## config.mk

```make
export PLATFORM = sky130hd
export DESIGN_NAME = des3_cbc_sequencer_flat
export DESIGN_NICKNAME = d
export VERILOG_FILES = /design/src/rtl/des3_cbc_sequencer_pkg.sv /design/src/rtl/des3_cbc_sequencer_if.sv /design/src/rtl/des3_cbc_sequencer.sv /design/src/flat_wrapper.sv
export SDC_FILE = /design/constraint.sdc
export NUM_CORES = 1
export LEC_CHECK = 0
export CORE_MARGIN = 3
export CORE_UTILIZATION = 50
export DETAILED_ROUTE_END_ITERATION = 8
export PLACE_DENSITY_LB_ADDON = 0.15
export SYNTH_ARGS = -nofsm -noshare
export SYNTH_HDL_FRONTEND = slang
export SYNTH_SLANG_ARGS = --single-unit
export TNS_END_PERCENT = 30
```

## constraint.sdc

```tcl
create_clock -name clk -period 13.9 [get_ports clk]
set_input_delay 4.17 -clock clk [delete_from_list [all_inputs] [get_ports clk]]
set_output_delay 4.17 -clock clk [all_outputs]
set_load 0.01 [all_outputs]
```

## src/rtl/des3_cbc_sequencer_pkg.sv

```systemverilog
// -----------------------------------------------------------------------------
// des3_seq_pkg
// Shared types and constants for the DES3 CBC sequencer.
//   seq_state_e : sequencer FSM states (IDLE, START, WAIT, OUT)
//   DES_BLK_W   : DES block width in bits
//   WDOG_W      : watchdog counter width (covers TIMEOUT up to 65535)
//   core_in_blk : block presented to the core for a given mode
// -----------------------------------------------------------------------------
package des3_seq_pkg;

  localparam int DES_BLK_W = 64;
  localparam int WDOG_W    = 16;

  typedef enum logic [1:0] {
    IDLE  = 2'd0,
    START = 2'd1,
    WAIT  = 2'd2,
    OUT   = 2'd3
  } seq_state_e;

  // Only CBC encryption pre-whitens the block with the chain; CBC decryption
  // applies the chain after the core, and ECB never uses it.
  function automatic logic [DES_BLK_W-1:0] core_in_blk(
    input logic [DES_BLK_W-1:0] blk,
    input logic [DES_BLK_W-1:0] chain,
    input logic                 dec,
    input logic                 cbc
  );
    return (!dec && cbc) ? (blk ^ chain) : blk;
  endfunction

endpackage

```

## src/rtl/des3_cbc_sequencer_if.sv

```systemverilog
// -----------------------------------------------------------------------------
// des3_cbc_sequencer_if
// Bundles the sequencer's configuration, input/output streams and the core pins.
//   master : the sequencer side (drives in_ready, out_*, err, core_start/desIn/decrypt)
//   slave  : the environment side (drives config, in_*, out_ready and the core results)
// -----------------------------------------------------------------------------
interface des3_cbc_sequencer_if;
  import des3_seq_pkg::*;

  // configuration
  logic                 iv_load;
  logic [DES_BLK_W-1:0] iv;
  logic                 mode_dec;
  logic                 cbc_en;
  // input stream
  logic                 in_valid;
  logic                 in_ready;
  logic [DES_BLK_W-1:0] in_data;
  // output stream
  logic                 out_valid;
  logic                 out_ready;
  logic [DES_BLK_W-1:0] out_data;
  logic                 err;
  // DES3 core pins
  logic                 core_start;
  logic [DES_BLK_W-1:0] core_desIn;
  logic                 core_decrypt;
  logic [DES_BLK_W-1:0] core_desOut;
  logic                 core_out_valid;

  modport master (
    input  iv_load, iv, mode_dec, cbc_en,
    input  in_valid, in_data,
    output in_ready,
    output out_valid, out_data, err,
    input  out_ready,
    output core_start, core_desIn, core_decrypt,
    input  core_desOut, core_out_valid
  );

  modport slave (
    output iv_load, iv, mode_dec, cbc_en,
    output in_valid, in_data,
    input  in_ready,
    input  out_valid, out_data, err,
    output out_ready,
    input  core_start, core_desIn, core_decrypt,
    output core_desOut, core_out_valid
  );

endinterface

```

## src/rtl/des3_cbc_sequencer.sv

```systemverilog
// -----------------------------------------------------------------------------
// des3_cbc_sequencer
// Feeds 64-bit blocks to a DES3 core one at a time, applying CBC chaining
// (or ECB pass-through), waits for a qualified core result, un-chains it and
// holds it in a one-entry output buffer. A watchdog aborts a block whose
// core never answers and raises a sticky err flag.
//
// Parameters:
//   TIMEOUT : WAIT cycles allowed before abort (1..65535)
// Ports:
//   clk   : sole clock, rising edge
//   reset : asynchronous, active-high
//   bus   : des3_cbc_sequencer_if.master (config, in/out streams, core pins)
// -----------------------------------------------------------------------------
module des3_cbc_sequencer
  import des3_seq_pkg::*;
#(
  parameter int TIMEOUT = 255
) (
  input logic                   clk,
  input logic                   reset,
  des3_cbc_sequencer_if.master  bus
);

  localparam logic [WDOG_W-1:0] WDOG_LAST = WDOG_W'(TIMEOUT - 1);

  seq_state_e           state_q;
  logic [DES_BLK_W-1:0] blk_q;
  logic [DES_BLK_W-1:0] chain_q;
  logic                 dec_q;
  logic                 cbc_q;
  logic [DES_BLK_W-1:0] desin_q;
  logic                 decrypt_q;
  logic                 start_q;
  logic                 seen_low_q;
  logic [WDOG_W-1:0]    wdog_q;
  logic [DES_BLK_W-1:0] out_data_q;
  logic                 out_valid_q;
  logic                 err_q;

  logic                 in_ready_d;
  logic [DES_BLK_W-1:0] desin_d;
  logic                 capture_d;

  // iv_load takes priority over a block offer; reset holds ready low so no
  // block can be considered accepted while the sequencer is being cleared.
  assign in_ready_d = (state_q == IDLE) && !bus.iv_load && !reset;
  assign desin_d    = core_in_blk(bus.in_data, chain_q, dec_q, cbc_q);
  // A result counts only once valid has been seen low in WAIT, so a valid
  // left high from reset or from the previous block is never captured.
  assign capture_d  = bus.core_out_valid && seen_low_q;

  // NOTE: every register here uses non-blocking assignments so all state
  // updates see the pre-edge values, regardless of statement order.
  always_ff @(posedge clk or posedge reset) begin
    if (reset) begin
      state_q     <= IDLE;
      blk_q       <= '0;
      chain_q     <= '0;
      dec_q       <= 1'b0;
      cbc_q       <= 1'b0;
      desin_q     <= '0;
      decrypt_q   <= 1'b0;
      start_q     <= 1'b0;
      seen_low_q  <= 1'b0;
      wdog_q      <= '0;
      out_data_q  <= '0;
      out_valid_q <= 1'b0;
      err_q       <= 1'b0;
    end else begin
      start_q <= 1'b0;
      case (state_q)
        IDLE: begin
          if (bus.iv_load) begin
            chain_q <= bus.iv;
            dec_q   <= bus.mode_dec;
            cbc_q   <= bus.cbc_en;
            err_q   <= 1'b0;
          end else if (bus.in_valid) begin
            blk_q     <= bus.in_data;
            desin_q   <= desin_d;
            decrypt_q <= dec_q;
            start_q   <= 1'b1;
            state_q   <= START;
          end
        end

        // core_out_valid is deliberately not looked at here.
        START: begin
          seen_low_q <= 1'b0;
          wdog_q     <= '0;
          state_q    <= WAIT;
        end

        WAIT: begin
          if (capture_d) begin
            out_valid_q <= 1'b1;
            state_q     <= OUT;
            if (!dec_q) begin
              out_data_q <= bus.core_desOut;
              if (cbc_q) chain_q <= bus.core_desOut;
            end else if (cbc_q) begin
              out_data_q <= bus.core_desOut ^ chain_q;
              chain_q    <= blk_q;
            end else begin
              out_data_q <= bus.core_desOut;
            end
          end else if (wdog_q == WDOG_LAST) begin
            // Abort: block dropped, chain left untouched.
            err_q   <= 1'b1;
            state_q <= IDLE;
          end else begin
            wdog_q <= wdog_q + 1'b1;
            if (!bus.core_out_valid) seen_low_q <= 1'b1;
          end
        end

        OUT: begin
          if (bus.out_ready) begin
            out_valid_q <= 1'b0;
            state_q     <= IDLE;
          end
        end

        default: state_q <= IDLE;
      endcase
    end
  end

  assign bus.in_ready     = in_ready_d;
  assign bus.out_valid    = out_valid_q;
  assign bus.out_data     = out_data_q;
  assign bus.err          = err_q;
  assign bus.core_start   = start_q;
  assign bus.core_desIn   = desin_q;
  assign bus.core_decrypt = decrypt_q;

endmodule

```

## src/flat_wrapper.sv

```systemverilog
// flat-port wrapper written by rule: the top's interface ports become plain ports
module des3_cbc_sequencer_flat import des3_seq_pkg::*;
#(
  parameter int TIMEOUT = 255
)
  (clk, reset, bus_iv_load, bus_iv, bus_mode_dec, bus_cbc_en, bus_in_valid, bus_in_data, bus_in_ready, bus_out_valid, bus_out_data, bus_err, bus_out_ready, bus_core_start, bus_core_desIn, bus_core_decrypt, bus_core_desOut, bus_core_out_valid);
  des3_cbc_sequencer_if bus_i ();
  input logic clk;
  input logic reset;
  input wire logic [$bits(bus_i.iv_load)-1:0] bus_iv_load;
  input wire logic [$bits(bus_i.iv)-1:0] bus_iv;
  input wire logic [$bits(bus_i.mode_dec)-1:0] bus_mode_dec;
  input wire logic [$bits(bus_i.cbc_en)-1:0] bus_cbc_en;
  input wire logic [$bits(bus_i.in_valid)-1:0] bus_in_valid;
  input wire logic [$bits(bus_i.in_data)-1:0] bus_in_data;
  output wire logic [$bits(bus_i.in_ready)-1:0] bus_in_ready;
  output wire logic [$bits(bus_i.out_valid)-1:0] bus_out_valid;
  output wire logic [$bits(bus_i.out_data)-1:0] bus_out_data;
  output wire logic [$bits(bus_i.err)-1:0] bus_err;
  input wire logic [$bits(bus_i.out_ready)-1:0] bus_out_ready;
  output wire logic [$bits(bus_i.core_start)-1:0] bus_core_start;
  output wire logic [$bits(bus_i.core_desIn)-1:0] bus_core_desIn;
  output wire logic [$bits(bus_i.core_decrypt)-1:0] bus_core_decrypt;
  input wire logic [$bits(bus_i.core_desOut)-1:0] bus_core_desOut;
  input wire logic [$bits(bus_i.core_out_valid)-1:0] bus_core_out_valid;
  assign bus_i.iv_load = bus_iv_load;
  assign bus_i.iv = bus_iv;
  assign bus_i.mode_dec = bus_mode_dec;
  assign bus_i.cbc_en = bus_cbc_en;
  assign bus_i.in_valid = bus_in_valid;
  assign bus_i.in_data = bus_in_data;
  assign bus_in_ready = bus_i.in_ready;
  assign bus_out_valid = bus_i.out_valid;
  assign bus_out_data = bus_i.out_data;
  assign bus_err = bus_i.err;
  assign bus_i.out_ready = bus_out_ready;
  assign bus_core_start = bus_i.core_start;
  assign bus_core_desIn = bus_i.core_desIn;
  assign bus_core_decrypt = bus_i.core_decrypt;
  assign bus_i.core_desOut = bus_core_desOut;
  assign bus_i.core_out_valid = bus_core_out_valid;
  des3_cbc_sequencer #(.TIMEOUT(TIMEOUT)) u_core (.clk(clk), .reset(reset), .bus(bus_i));
endmodule
```

==> results of run 1 <==
[area by class of cell]
type	count	area, um^2
antenna	5	12.51
clock buffer	49	953.4
clock inverter	7	63.81
fill	2066	8339
inverter	3	18.77
multi-input combinational	1009	6020
sequential	281	7036
tap	335	419.2
timing repair buffer	343	3418
[metal layers]
metal | part of all wire | wire [um] | track usage
met5 | 0.00063 | 23 | 0
met4 | 0.025 | 930 | 0.06984
met1 | 0.43 | 15690 | 0.3278
met3 | 0.064 | 2334 | 0.05389
met2 | 0.48 | 17540 | 0.4076
[how the worst min path moves through the flow]
stage	endpoint	slack (ns)
CTS	u_core.bus.out_data[3]$_DFFE_PP0P_	0.48
global placement	u_core.bus.out_data[59]$_DFFE_PP0P_	0.46
detailed placement	u_core.bus.out_data[29]$_DFFE_PP0P_	0.47
floorplan	u_core.wdog_q[5]$_DFFE_PP0P_	0.45
global route	u_core.bus.out_data[49]$_DFFE_PP0P_	0.51
finish	u_core.bus.out_data[3]$_DFFE_PP0P_	0.48
[stage by stage]
stage                     hold WS (ns)  worst slack, ns  total power (uW)  cell area [um^2]  cells
after floorplan                 0.4530            1.979              2455             13510   1388
after global placement          0.4601            4.230              3098             16910   1971
after detailed placement        0.4694            4.258              3158             16910   1971
after CTS                       0.4845            4.235              3984             17930   2027
after global routing            0.5089            4.157              4225             17940   2032
final                           0.4794            4.242              3951             17940   2032
[state kept, by name, summed over array words and instances (netlist names)]
| name | count |
|---|---|
| u_core.bus.out_valid | 1 |
| u_core.cbc_q | 1 |
| u_core.bus.err | 1 |
| u_core.state_q | 2 |
| u_core.dec_q | 1 |
| u_core.bus.core_desIn | 64 |
| u_core.blk_q | 64 |
| u_core.bus.out_data | 64 |
| u_core.bus.core_start | 1 |
| u_core.chain_q | 64 |
| u_core.bus.core_decrypt | 1 |
| u_core.seen_low_q | 1 |
| u_core.wdog_q | 16 |
[power by group]
group,internal [uW],switching (uW)
clock network,485,330
logic,794,872
registers,1200,271
total,2480,1470
[cells by family (layout without fill, tap and decap cells)]
kind of cell	Yosys count	in the layout
xor+xnor	128	128
buf+inv	98	402
other cells	0	5
compound gates	288	288
fa+ha+maj	2	2
flops	281	281
simple gates	454	454
mux	137	137
[synth_stat cells, types with 2 or more instances]
master | instances | area (um^2)
mux2_2 | 67 | 754.5
mux2i_1 | 70 | 700.7
buf_4 | 12 | 90.09
ha_1 | 2 | 25.02
and2_1 | 4 | 25.02
o31ai_1 | 6 | 45.04
inv_1 | 3 | 11.26
nand3_1 | 5 | 25.02
o21ai_0 | 129 | 645.6
dfrtp_1 | 281 | 7032
nor4_1 | 3 | 18.77
a21oi_1 | 135 | 675.7
o21ai_1 | 3 | 15.01
and3_1 | 6 | 37.54
clkbuf_1 | 21 | 78.83
nor2_1 | 133 | 499.2
buf_2 | 62 | 310.3
nand2_1 | 271 | 1017
nor4b_1 | 2 | 17.52
nand2b_1 | 6 | 37.54
and4_1 | 6 | 52.55
xor2_1 | 128 | 1121
nand4_1 | 5 | 31.28
a41oi_1 | 2 | 17.52
nor2b_1 | 2 | 12.51
o211ai_1 | 4 | 30.03
[worst max-delay path, cell delays in order]
cell,delay [ns]
clkdlybuf4s50_1,0.52
nor4_1,0.21
clkdlybuf4s50_1,0.59
[layout by cell type, fill, tap and decap left out, types with 2 or more instances in the layout]
cell	count
clkdlybuf4s50_1	332
dfrtp_1	280
nand2_1	270
a21oi_1	135
nor2_1	133
o21ai_0	129
xor2_1	128
mux2i_1	70
mux2_2	67
clkbuf_16	31
clkbuf_8	11
buf_4	10
clkbuf_1	7
and4_1	6
o31ai_1	6
and3_1	6
diode_2	5
nand3_1	5
nand4_1	5
nand2b_1	5
clkinv_2	5
o211ai_1	4
nor4_1	3
and2_1	3
nor4b_1	2
o21ai_4	2
a41oi_1	2
o21ai_1	2
inv_1	2
ha_1	2
==> summary.txt, run 1 <==
CTS
  – Post-CTS sizing: 0
  – # hold bufs at CTS: 0
  – Clock root cell: clkbuf_16
  – H-tree Lvls: 1
  – TritonCTS clock tree: done
  – Clk Latency, worst-skew pair: 0.55 ns
  – Total CTS buffers: 31
  – Clk sink count: 281
  – Postcts setup bufs: 0
  – Clock transition at path regs: 0.06 ns
  – CTS max path bufs: 3

Setup path
  – Critical path capture point: bus_in_ready
  – Crit path launch type: input pin
  – WP data required: 9.73 ns
  – R2R Setup Slk: 11.06 ns
  – FF-to-FF Start: u_core.dec_q$_DFFE_PP0N_
  – Worst Setup Path Type: input pin to output port
  – Crit-path max FO: 2
  – Crit path from: reset
  – Worst R2R End: u_core.bus.core_desIn[35]$_DFFE_PP0P_
  – Crit end category: output port
  – CP Data Arrival Time: 5.49 ns
  – R2r worst-path depth: 5

Floorplan
  – Io pins: 333
  – Die H: 170.4 um
  – Die Area: 29020 um^2
  – FP Rows: 59
  – Starting density of the core: 0.5139
  – Placeable core area: 26280 um^2
  – Die Width: 170.4 um

Synth
  – Syn Nets: 1590
  – Main synth FF type: dfrtp_1
  – Ys async rst share: 1.000
  – Post-Synth Adder-Cell Area: 0.001853
  – Yosys warns: 0
  – Simple-gate area share of the yosys netlist: 0.1388
  – Number of synthesized flops with an enable pin: 0
  – Mapped Avg Cell Area: 9.731 um^2
  – Distinct cells, synth: 46
  – Post-Synthesis Cells: 1388
  – Yosys reg bits: 281
  – Synth Area in Compound Gates: 0.1117
  – Largest family of logic cells by synthesized area: simple AND/OR/NAND/NOR gates
  – Mapped Area: 13510 um^2
  – Synth Area in XOR/XNOR: 0.08300
  – Mux share of post-synthesis cell area: 0.1077
  – Sequential fraction of the synthesis area: 0.5206

Routing
  – Pre-antenna DRT Iters: 5
  – Drt initial violations: 836
  – Final WL: 36510 um
  – DRC violation count after routing: 0
  – Post-route antenna net violation count: 0
  – DR vias/cell: 5.279
  – WL/cell: 17.97 um
  – Via count: 10.73k

Global route
  – Largest net degree at the start of global routing: 152
  – Initial antenna violation count: 7
  – Global-route wire length before repair: 56980 um
  – Tot GR Track Use: 0.2458
  – Vias in the first global route: 10.58k
  – Grt ovf: 0

Placed design
  – GP Congestion: 0.7880
  – Input/output buffers: 332
  – Post-DP HPWL: 24050 um

Hold path
  – Worst Hold Path Cells: 2
  – Hold_sp: u_core.bus.out_data[3]$_DFFE_PP0P_
  – HP Class: register to register

Power
  – Pwr/cell area: 220.2 nW/um^2
  – VDD IR max: 0.0002110 V
  – Leak pwr: 0.007596 uW

STA
  – Period utilisation layout: 0.6948
  – Unrepaired setup endpoints after global routing: false
  – Final setup violation count: 0
  – Setup TNS: 0 ns
  – Fmax: 103.5 MHz
  – Clock skew: 0.007016 ns
  – Actual slew at the worst max-slew pin: 1.093 ns
  – Relative slew slack: 0.2698
  – Final hold vios: 0
  – Max-slew violations: 0
  – Period minus WS final: 9.658 ns

Run
  – Max Cap Viol: 0

Outcome
  – Status: finished clean

Final layout
  – Proportion of layout cells with a drive suffix above 1: 0.08392
  – Layout area overhead: 32.83%
  – Fin nets: 1871
  – Utilization after layout: 0.6827
Note: power is estimated with default switching activity, not from simulation.
==> run 2: changes to the inputs <==
==> constraint.sdc (replaced) <==
create_clock -name clk -period 9.6 [get_ports clk]
set_input_delay 2.88 -clock clk [delete_from_list [all_inputs] [get_ports clk]]
set_output_delay 2.88 -clock clk [all_outputs]
set_load 0.01 [all_outputs]
==> run 2 against run 1 <==
Net effect:
- register-to-register slack worse by 4.3 ns
- sequential share of layout area down 0.052 points
- first-iteration DRC count down 11%
- power up 45%
- cell area up 0.13%
- sequential power up 44%
- wire length about the same
- combinational power up 45%
- die area unchanged
- via count up 1.2%
- final cell count about the same
==> summary.txt, run 2 (synthesis gave the netlist of run 1 again) <==
Outcome
  – Status: finished clean

Floorplan
  – Die H: 170.4 um
  – Starting density of the core: 0.5139
  – Die Width: 170.4 um
  – FP Rows: 59
  – Placeable core area: 26280 um^2
  – Die Area: 29020 um^2
  – Io pins: 333

Global route
  – Initial antenna violation count: 5
  – Global-route wire length before repair: 57360 um
  – Largest net degree at the start of global routing: 195
  – Grt ovf: 0
  – Vias in the first global route: 10.64k
  – Tot GR Track Use: 0.2461

STA
  – Final setup margin: 2.509 ns
  – Final setup violation count: 0
  – Clock skew: 0.009457 ns
  – Hold slack final: 0.4772 ns
  – Fmax: 141.0 MHz
  – Period utilisation layout: 0.7386
  – Setup TNS: 0 ns
  – Max-slew violations: 0
  – Actual slew at the worst max-slew pin: 1.029 ns
  – Period minus WS final: 7.091 ns
  – Relative slew slack: 0.3142
  – Final hold vios: 0
  – Unrepaired setup endpoints after global routing: false

Run
  – Max Cap Viol: 0

Final layout
  – Commonest non-fill, non-tap cell in the layout: clkdlybuf4s50_1
  – Proportion of layout cells with a drive suffix above 1: 0.08457
  – Layout area overhead: 33.01%
  – Post-route non-filler standard cell count: 2031
  – Utilization after layout: 0.6836
  – Fin nets: 1871
  – Most frequent cells in the layout: clkdlybuf4s50_1, dfrtp_1, nand2_1

Setup path
  – FF-to-FF Start: u_core.state_q[0]$_DFFE_PP0P_
  – Worst R2R End: u_core.wdog_q[8]$_DFFE_PP0P_
  – CP Data Arrival Time: 4.21 ns
  – CP cell instances: clkdlybuf4s50_1 > nor4_1 > clkdlybuf4s50_1
  – Worst Setup Path Type: input pin to output port
  – R2R Setup Slk: 6.76 ns
  – Most frequent CP cell: clkdlybuf4s50_1
  – Crit path launch type: input pin
  – Bufs and invs on worst path: 2
  – Critical path's largest stage delay: 0.59 ns
  – R2r worst-path depth: 5
  – Crit end category: output port
  – Crit-path max FO: 5
  – CP top delay family: buffers and inverters
  – WP data required: 6.72 ns
  – Slowest library cell on the worst path: clkdlybuf4s50_1

CTS
  – Post-CTS sizing: 0
  – Total CTS buffers: 31
  – H-tree Lvls: 1
  – Clk sink count: 281
  – Clock root cell: clkbuf_16
  – Postcts setup bufs: 0
  – # hold bufs at CTS: 0
  – Clk Latency, worst-skew pair: 0.55 ns
  – CTS max path bufs: 3
  – TritonCTS clock tree: done
  – Clock transition at path regs: 0.06 ns

Power
  – Sw frac: 0.3716
  – VDD IR max: 0.0002855 V
  – Leak pwr: 0.007600 uW
  – Combinational power share: 0.423
  – Clk pwr share: 0.207
  – P_int: 3601 uW
  – Pwr/cell area: 319.0 nW/um^2
  – Flop pwr share: 0.370
  – P_sw: 2130 uW

Placed design
  – Input/output buffers: 332
  – Post-DP HPWL: 23830 um
  – Pre-CTS setup slack: 2.530 ns
  – Placed cells: 1971
  – GP Congestion: 0.8182

Routing
  – DRC violation count after routing: 0
  – Via count: 10.85k
  – Pre-antenna DRT Iters: 5
  – Final WL: 36530 um
  – Post-route antenna net violation count: 0
  – Drt initial violations: 746
  – WL/cell: 17.99 um
  – DR vias/cell: 5.344

Hold path
  – Worst Hold Path Cells: 2
  – Hold_sp: u_core.bus.out_data[57]$_DFFE_PP0P_
  – Hold EP: u_core.bus.out_data[57]$_DFFE_PP0P_
  – HP Class: register to register
[run 2: changes by cell type in the layout (fill, tap and decap cells not counted)]
cell	previous run	this run
buf_12	1	2
buf_4	10	9
clkbuf_1	7	5
clkbuf_8	11	13
clkinv_2	5	4
clkinvlp_4	0	1
inv_8	1	0
[run 2: per-layer routing]
| layer | part of all wire | vias to the layer above | track usage |
|---|---|---|---|
| met5 | 0 | - | 0 |
| met4 | 0.025 | 0 | 0.07196 |
| met3 | 0.070 | 61 | 0.05505 |
| met2 | 0.48 | 362 | 0.4089 |
| met1 | 0.42 | 5227 | 0.3256 |
| li1 | - | 5204 | - |
[run 2: worst register-to-register path: stages (launching register included)]
cell and delay, ns:
dfrtp_1 0.61, nand2b_4 0.68, buf_4 0.78, o21ai_4 0.24, a31o_2 0.29, and3_1 0.14
[run 2: how the worst max path moves through the flow]
stage | end | cells after the start | slack, ns | startpoint
2_1_floorplan | u_core.blk_q[0]$_DFFE_PP0P_ | 1 | 3.00 | reset
3_3_place_gp | bus_in_ready | 3 | 2.48 | bus_iv_load
3_5_place_dp | bus_in_ready | 3 | 2.53 | bus_iv_load
4_1_cts | bus_in_ready | 3 | 2.51 | bus_iv_load
5_1_grt | bus_in_ready | 3 | 2.40 | bus_iv_load
6_report | bus_in_ready | 3 | 2.51 | bus_iv_load
[run 2: layout make-up]
cell class                 count  area (um^2)
fill                        2074         8315
sequential                   281         7036
multi-input combinational   1009         6020
timing repair buffer         343         3431
clock buffer                  49        973.4
tap                          335        419.2
clock inverter                 6        58.81
inverter                       3        15.01
antenna                        5        12.51
[run 2: power groups by stage]
stage	Combinational [uW]	Clock [uW]	Sequential, uW
after floorplan	1420	0	2130
after global placement	2370	0	2110
after detailed placement	2440	0	2130
after CTS	2450	1210	2120
after global routing	2690	1260	2190
final	2420	1190	2120
[run 2: through the flow]
stage          power [uW]  cell area, um^2
4_1_cts              5784            17950
5_1_grt              6140            17960
6_report             5731            17960
3_3_place_gp         4484            16920
3_5_place_dp         4569            16920
2_1_floorplan        3554            13510
